==> config.mk <==
export PLATFORM = sky130hd
export DESIGN_NAME = entity_slot_writer
export DESIGN_NICKNAME = d
export VERILOG_FILES = /design/src/rtl/entity_pkg.sv /design/src/rtl/entity_move_calc.sv /design/src/rtl/entity_slot_writer.sv
export SDC_FILE = /design/constraint.sdc
export NUM_CORES = 1
export LEC_CHECK = 0
export CAP_MARGIN = 40
export CORE_MARGIN = 1
export CORE_UTILIZATION = 37
export CTS_CLUSTER_SIZE = 10
export DETAILED_ROUTE_END_ITERATION = 6
export MAX_ROUTING_LAYER = met4
export PLACE_DENSITY = 0.61
export SYNTH_ARGS = -nofsm -noshare
export SYNTH_HDL_FRONTEND = slang
export SYNTH_SLANG_ARGS = --single-unit
==> constraint.sdc <==
create_clock -name clk -period 3.9 [get_ports clk]
set_input_delay 0.39 -clock clk [delete_from_list [all_inputs] [get_ports clk]]
set_output_delay 0.39 -clock clk [all_outputs]
set_load 0.05 [all_outputs]
==> src/rtl/entity_pkg.sv <==
// Shared op codes, orientations and field layout for the entity-descriptor slots.
package entity_pkg;

  localparam logic [1:0] OP_WRITE      = 2'b00;
  localparam logic [1:0] OP_CLEAR      = 2'b01;
  localparam logic [1:0] OP_MOVE       = 2'b10;
  localparam logic [1:0] OP_SET_ORIENT = 2'b11;

  localparam logic [1:0] ORIENT_UP    = 2'b00;
  localparam logic [1:0] ORIENT_RIGHT = 2'b01;
  localparam logic [1:0] ORIENT_DOWN  = 2'b10;
  localparam logic [1:0] ORIENT_LEFT  = 2'b11;

  localparam logic [3:0]  ID_BLANK     = 4'hF;
  localparam logic [13:0] ENTITY_BLANK = 14'h3C00;

  localparam int ID_LSB     = 10;
  localparam int ORIENT_LSB = 8;
  localparam int COL_LSB    = 4;
  localparam int ROW_LSB    = 0;

  typedef struct packed {
    logic [3:0] id;
    logic [1:0] orient;
    logic [3:0] col;
    logic [3:0] row;
  } entity_t;

endpackage

==> src/rtl/entity_move_calc.sv <==
// Combinational one-step grid move: target cell plus a legality flag (no wrap at edges).
module entity_move_calc
  import entity_pkg::*;
#(
  parameter int GRID_COLS = 16,
  parameter int GRID_ROWS = 12
) (
  input  logic [3:0] col,
  input  logic [3:0] row,
  input  logic [1:0] dir,
  output logic [3:0] next_col,
  output logic [3:0] next_row,
  output logic       legal
);

  always_comb begin
    next_col = col;
    next_row = row;
    legal    = 1'b0;
    case (dir)
      ORIENT_UP: begin
        legal    = (row != 4'd0);
        next_row = row - 4'd1;
      end
      ORIENT_RIGHT: begin
        legal    = (int'(col) < GRID_COLS - 1);
        next_col = col + 4'd1;
      end
      ORIENT_DOWN: begin
        legal    = (int'(row) < GRID_ROWS - 1);
        next_row = row + 4'd1;
      end
      ORIENT_LEFT: begin
        legal    = (col != 4'd0);
        next_col = col - 4'd1;
      end
      default: ;
    endcase
  end

endmodule

==> src/rtl/entity_slot_writer.sv <==
// Double-buffered entity slot registers: ops land in shadow, copied to active at vblank start.
// Optional build macro ENTITY_WRITER_ERR_EN adds a sticky err output for rejected ops.
module entity_slot_writer
  import entity_pkg::*;
#(
  parameter int NUM_SLOTS = 5,
  parameter int V_VISIBLE = 480,
  parameter int GRID_COLS = 16,
  parameter int GRID_ROWS = 12
) (
  input  logic                    clk,
  input  logic                    reset,
  input  logic                    wr_valid,
  output logic                    wr_ready,
  input  logic [2:0]              wr_slot,
  input  logic [1:0]              wr_op,
  input  logic [13:0]             wr_data,
  input  logic [9:0]              counter_H,
  input  logic [9:0]              counter_V,
  output logic [14*NUM_SLOTS-1:0] entities_out,
  output logic                    commit_pulse,
  output logic [7:0]              frame_cnt
`ifdef ENTITY_WRITER_ERR_EN
  ,
  output logic                    err
`endif
);

  localparam logic [0:0] ST_IDLE   = 1'b0;
  localparam logic [0:0] ST_COMMIT = 1'b1;
  localparam int IW = (NUM_SLOTS > 1) ? $clog2(NUM_SLOTS) : 1;

  entity_t    shadow [NUM_SLOTS];
  entity_t    active [NUM_SLOTS];
  logic [0:0] state;
  logic       dirty;
  logic       slot_ok, accept, trigger, apply;
  entity_t    cur, upd;
  logic [3:0] mv_col, mv_row;
  logic       mv_legal;

  assign slot_ok = (int'(wr_slot) < NUM_SLOTS);
  assign accept  = wr_valid & wr_ready;
  assign trigger = (counter_V == 10'(V_VISIBLE)) && (counter_H == '0);

  always_comb begin
    cur = ENTITY_BLANK;
    if (slot_ok) cur = shadow[IW'(wr_slot)];
  end

  entity_move_calc #(
    .GRID_COLS(GRID_COLS),
    .GRID_ROWS(GRID_ROWS)
  ) u_move (
    .col     (cur.col),
    .row     (cur.row),
    .dir     (wr_data[9:8]),
    .next_col(mv_col),
    .next_row(mv_row),
    .legal   (mv_legal)
  );

  // apply=0 marks a rejected op: bad slot, blank MOVE, or MOVE off the grid.
  always_comb begin
    upd   = cur;
    apply = 1'b0;
    if (slot_ok) begin
      case (wr_op)
        OP_WRITE: begin
          upd   = wr_data;
          apply = 1'b1;
        end
        OP_CLEAR: begin
          upd.id = ID_BLANK;
          apply  = 1'b1;
        end
        OP_SET_ORIENT: begin
          upd.orient = wr_data[9:8];
          apply      = 1'b1;
        end
        OP_MOVE: begin
          if (cur.id != ID_BLANK && mv_legal) begin
            upd.col    = mv_col;
            upd.row    = mv_row;
            upd.orient = wr_data[9:8];
            apply      = 1'b1;
          end
        end
        default: ;
      endcase
    end
  end

  always_ff @(posedge clk or negedge reset) begin
    if (!reset) begin
      state     <= ST_IDLE;
      wr_ready  <= 1'b0;
      dirty     <= 1'b0;
      frame_cnt <= '0;
`ifdef ENTITY_WRITER_ERR_EN
      err       <= 1'b0;
`endif
      for (int unsigned i = 0; i < NUM_SLOTS; i++) begin
        shadow[IW'(i)] <= ENTITY_BLANK;
        active[IW'(i)] <= ENTITY_BLANK;
      end
    end else begin
      case (state)
        ST_IDLE: begin
          if (accept && apply) begin
            shadow[IW'(wr_slot)] <= upd;
            dirty                <= 1'b1;
          end
`ifdef ENTITY_WRITER_ERR_EN
          if (accept && !apply) err <= 1'b1;
`endif
          if (trigger) begin
            state     <= ST_COMMIT;
            frame_cnt <= frame_cnt + 8'd1;
            wr_ready  <= 1'b0;
          end else begin
            wr_ready  <= 1'b1;
          end
        end
        ST_COMMIT: begin
          if (dirty) begin
            for (int unsigned i = 0; i < NUM_SLOTS; i++) active[IW'(i)] <= shadow[IW'(i)];
          end
          dirty    <= 1'b0;
`ifdef ENTITY_WRITER_ERR_EN
          err      <= 1'b0;
`endif
          state    <= ST_IDLE;
          wr_ready <= 1'b1;
        end
        default: state <= ST_IDLE;
      endcase
    end
  end

  assign commit_pulse = (state == ST_COMMIT) && dirty;

  for (genvar k = 0; k < NUM_SLOTS; k++) begin : g_out
    assign entities_out[14*k +: 14] = active[k];
  end

endmodule

Yosys cells after proc, flatten, opt, wreduce, memory -nomap -nowiden --
Index checks and enable logic that the tools add are counted.
Operators by class: bitwise gates (word level) 3, add/sub/neg operators 5, order comparisons 5, reductions and logical operators 15, equal/unequal tests 9, mux-type cells 24
Operators by type and width (count):
- bitwise mux 70 bit | 1
- 2-to-1 mux 14 bit | 5
- binary-select mux 14 bit (select 3 bit) | 1
- demux 14 bit (select 3 bit) | 1
- case mux 4 bit (2 select lines) | 3
- case mux 8 bit (2 select lines) | 1
- equality test 10 x 9 -> 1 bit (second input constant) | 1
- zero test 10 bit | 1
- 2-to-1 mux 10 bit | 1
- adder 4 x 1 -> 4 bit (second input constant) | 2
- adder 8 x 1 -> 8 bit (second input constant) | 1
- equality test 2 bit (second input constant) | 4
- less-than comparator 4 bit (second input constant) | 2
- case mux 1 bit (2 select lines) | 4
- nonzero test 4 bit | 2
- subtractor 4 x 1 -> 4 bit (second input constant) | 2
- AND reduction 2 bit | 3
- logical AND 1 bit | 5
- 2-to-1 mux 1 bit | 5
- equality test 2 x 1 -> 1 bit (second input constant) | 2
- greater-or-equal comparator 4 bit (second input constant) | 1
- zero test 2 bit | 2
- less-than comparator 4 x 1 -> 1 bit (second input constant) | 1
- inequality test 4 bit (second input constant) | 1
- other kinds (9) | 9
Word-level totals: input port bits 42, output and inout port bits 80, flip-flop bits (word level) 151, logic and storage cells 105

Logic depth before layout (Yosys ltp) --
depth after elaboration 14, mapped depth 14, gate-level depth less buffers 11

Cells and area by module --
A second synthesis with hierarchy kept.
Second synthesis, totals: cells, all modules 623, area, all modules 7588.5 µm²
By module, submodules not included:
- entity_slot_writer | cells each 580, times used 1, sequential area each 3828.7 µm², area each 7248.2 µm²
- entity_move_calc | cells each 43, times used 1, sequential area each 0.0 µm², area each 340.3 µm²

Least setup slack after synthesis --
OpenSTA, ideal clock, no wires.
path kind input to register, start input wr_slot[0], end register shadow[22] (netlist bit), setup time 0.125 ns, data required time 3.775 ns, stages 9, arrival 2.639 ns, setup slack 1.136 ns, path buffers 2, cells stage by stage buf_4 > or4bb_1 > o221ai_2 > nor2_1 > and4_4 > o311a_4 > a211oi_4 > buf_6 > mux2_4
Between the ends: longest elaborated chain between the ends 13, elaborated cells between the ends (all ways) 27, those cells by class order compare (5); eq/ne (1); mux (14); bitwise (1); reduce/logical (6)
Ends and longest elaborated chain:
- start, declared | line entity_slot_writer.sv:15 | input logic [2:0] wr_slot,
- NOT 3 -> 4 bit (implied by the code) | line entity_slot_writer.sv:48, entity_slot_writer.sv:111
- binary-select mux 14 bit (select 3 bit) | line entity_slot_writer.sv:48 | if (slot_ok) cur = shadow[IW'(wr_slot)];
- 2-to-1 mux 14 bit (implied by the code) (2 in a row) | line entity_slot_writer.sv:48
- 2-to-1 mux 14 bit | line entity_slot_writer.sv:48
- less-than comparator 4 bit, or another cell as far along | line entity_move_calc.sv:30 | legal = (int'(row) < GRID_ROWS - 1);
- case mux 1 bit (4 select lines) | line entity_move_calc.sv:20 | case (dir)
- logical AND 1 bit | line entity_slot_writer.sv:82 | if (cur.id != ID_BLANK && mv_legal) begin
- 2-to-1 mux 1 bit | line entity_slot_writer.sv:82
- case mux 1 bit (2 select lines) | line entity_slot_writer.sv:68 | case (wr_op)
- 2-to-1 mux 1 bit | line entity_slot_writer.sv:67 | if (slot_ok) begin
- logical AND 1 bit | line entity_slot_writer.sv:110 | if (accept && apply) begin
- AND reduction 2 bit (no source line)
- end signal, assigned by index | line entity_slot_writer.sv:111 | shadow[IW'(wr_slot)] <= upd;
- end, declared | line entity_slot_writer.sv:33 | entity_t shadow [NUM_SLOTS];
Several ways; a longest one is shown, not always the timed one. The select of a mux whose other input is x is not followed. A chain may end at the register's enable or synchronous reset.

Worst setup path in the final report --
start input wr_slot[2], end register shadow[17] (netlist bit)
Same word-level chain as after synthesis.

==> run metrics <==
outcome finished, final reports clean; crit-path max cell delay 640 ps; Initial DRT Pass Iterations 4; Slowest cell on crit path clkdlybuf4s50_1; largest net degree at the start of global routing 74; setup bufs post-CTS 0; CTS clk-pin slew, worst paths 70 ps; nets@finish 783; area grow syn2layout 31.6%; Final Hold Viols 0; flops & latches, synth 151; top-area cell type share of the netlist area 37.4%; RSZ-0062 raised after global routing false; slew at the pin with the worst max-slew slack 919 ps; area of the core 19600 um2; most numerous cell in the Yosys netlist dfrtp_1; final WL 20300 um; routed wl met3 834 um; CP most frequent cell o21ai_0; Critical Path Source Type input pin; clock skew 7.84 ps; Post-synth top cells dfrtp_1, mux2_2, dfstp_2; Data arrival, critical path 3850 ps; DR top layer met4; IO buf count 121; Site Rows 51; Core Util, Final 49.9%; Initial Util 37.9%; YS warnings 0; # DRC 0; FF-to-FF End shadow[17]$_DFFE_PN0P_; kind of critical path in2reg; Primary FF master, synth dfrtp_1; CP required 4170 ps; critical path capture point type flop; crit-path max FO 16; worst skew pair latency 420 ps; FF/Latch Area 3830 um2; routed metal-1 wirelength 9490 um; Final Critical Period 3590 ps; Worst R2R Path Depth 8; Post-CTS Resized 0; Distinct cells, synth 78; GRT overflow 0; Filler Cells Inserted 1741; fmax 279 MHz; asr flop ratio synth 100%; Post-DRT Antenna Nets 0; via/cell ratio 5.23; Die W 144 um; gr usage total 21.5%; initial DRC count 228; initial antenna violation count 0; # hold bufs at CTS 1; Tcrit/Tclk final 92.0%; Mean Syn Cell Area 12.8 um2; htree depth 4; setup violators final 0; Synth area leader dfrtp_1; max-cap viol count 0; worst-path cell chain clkdlybuf4s50_1, buf_4, mux2i_1, o22ai_1, o21ai_0, inv_1, ha_1, nand2_1, o21ai_0, xor2_1, o41a_1, nor2_1, a41oi_1; chip height 144 um; top cells by area, synth dfrtp_1, mux2_2, dfstp_2, mux2i_1, mux2_1; synthesized netlist cell count 581; EDFF count, synth 0; multi-input logic area 3330 um2; met2 WL 9580 um; Pwr Total 4600 uW; Via Count 5275; CTS Buffer Depth 2; net count after synthesis 633; TritonCTS clock tree built; dpl hpwl 15000 um; layout cells sized above 1 32.5%; maximum vdd ir drop 289 uV; CTS Root Cell clkbuf_16; vias in the first global route 5472; flop2flop setup slack 880 ps; Max-slew headroom 38.7%; Mapped Area 7430 um2; antenna diode count 0; post-synthesis sequential area ratio 51.5%; DR WL/cell 20.1 um; count of pins over their slew limit 0; Hold Path Class in2async; first-pass GRT wire length 31700 um; CTS sink count 151; Power Dens Cells 470 nW/um2; Top Ports 122; non-filler cells, final 1009; gpl congestion 0.918; TritonCTS Buffers 17; Cell Count Post-Placement 976; Die ar. 20700 um2; Leak 0.00430 uW; FF-to-FF Start shadow[43]$_DFFE_PN0P_
==> routing by layer <==
layer,track usage [%],vias to the layer above
met4,7.28,0
met1,28.4,2670
met3,4.13,22
li1,-,2428
met2,33.1,155
met5,-,-
==> cell type report <==
type | count | share of cell area (%)
Clock buffer | 20 | 4.67
Clock inverter | 12 | 2.01
Inverter | 20 | 0.767
Multi-Input combinational cell | 379 | 34.0
Sequential cell | 151 | 39.1
Tap cell | 265 | 3.39
Timing Repair Buffer | 162 | 16.0
==> layout by cell type (no fill, tap or decap), types with 4 or more instances in the layout <==
master           synthesis  routed
nand4_1                  4       4
nor2_1                  31      31
a31oi_1                  7       7
buf_4                    5      36
o22ai_1                  4       4
o21ai_0                 14      14
bufinv_16                0       5
mux2_1                  16      16
clkdlybuf4s50_1          0     119
dfrtp_1                111     111
nor2b_1                  7       7
clkbuf_16                0      17
a21oi_1                 26      26
mux2_4                   9       9
a22oi_1                  8       8
a41oi_1                  4       4
nor3_1                   6       6
a211oi_1                 5       5
ha_1                     8       8
nand2_1                 24      23
xor2_1                   6       6
dfstp_2                 40      40
mux2_2                  97      97
mux2i_1                 24      24
inv_1                   17      17
xnor2_1                  6       6
o211ai_1                 4       4
==> flip-flops by register name, indices dropped and copies added, names as in the netlist <==
name,count
entities_out,70
dirty,1
wr_ready,1
shadow,70
frame_cnt,8
state,1
==> logic make-up after synthesis <==
family,share of synthesized area (%)
compound gates,11.8
mux,22.2
flops,51.5
buf+inv,3.79
xor+xnor,1.41
fa+ha+maj,1.89
simple gates,7.41
==> how the worst max path moves through the flow <==
stage               cells after the start                     end  slack (ps)        from
floorplan                               9  shadow[22]$_DFFE_PN0P_        1140  wr_slot[0]
global placement                       13  shadow[59]$_DFFE_PN0P_         100  wr_slot[2]
detailed placement                     13  shadow[59]$_DFFE_PN0P_         -20  wr_slot[2]
CTS                                    13  shadow[59]$_DFFE_PN0P_         410  wr_slot[2]
global route                           13  shadow[17]$_DFFE_PN0P_          40  wr_slot[2]
finish                                 13  shadow[17]$_DFFE_PN0P_         310  wr_slot[2]
==> stage by stage <==
stage,worst slack [ps],instance area (um2),TNS [ps],hold slack (ps)
after floorplan,1140,7430,0,94.4
after global placement,95.4,9080,0,463
after detailed placement,-16.0,9120,-30.0,374
after CTS,408,9780,0,483
after global routing,39.4,9780,0,505
final,312,9780,0,478
==> power breakdown <==
part / switching, uW / internal (uW) / total, uW
Clock: 651 / 1170 / 1820
Sequential: 188 / 1830 / 2020
Combinational: 399 / 362 / 761
Total: 1240 / 3360 / 4600
==> critical path: cells and delay by family <==
kind	cells	cell delay (ps)
AO/OA/AOI/OAI	5	1290
buffers and inverters	3	1070
AND/OR/NAND/NOR	2	440
adder cells (fa/ha/maj)	1	300
multiplexers	1	210
XOR/XNOR	1	140
Power figures use the tool's default switching activity.
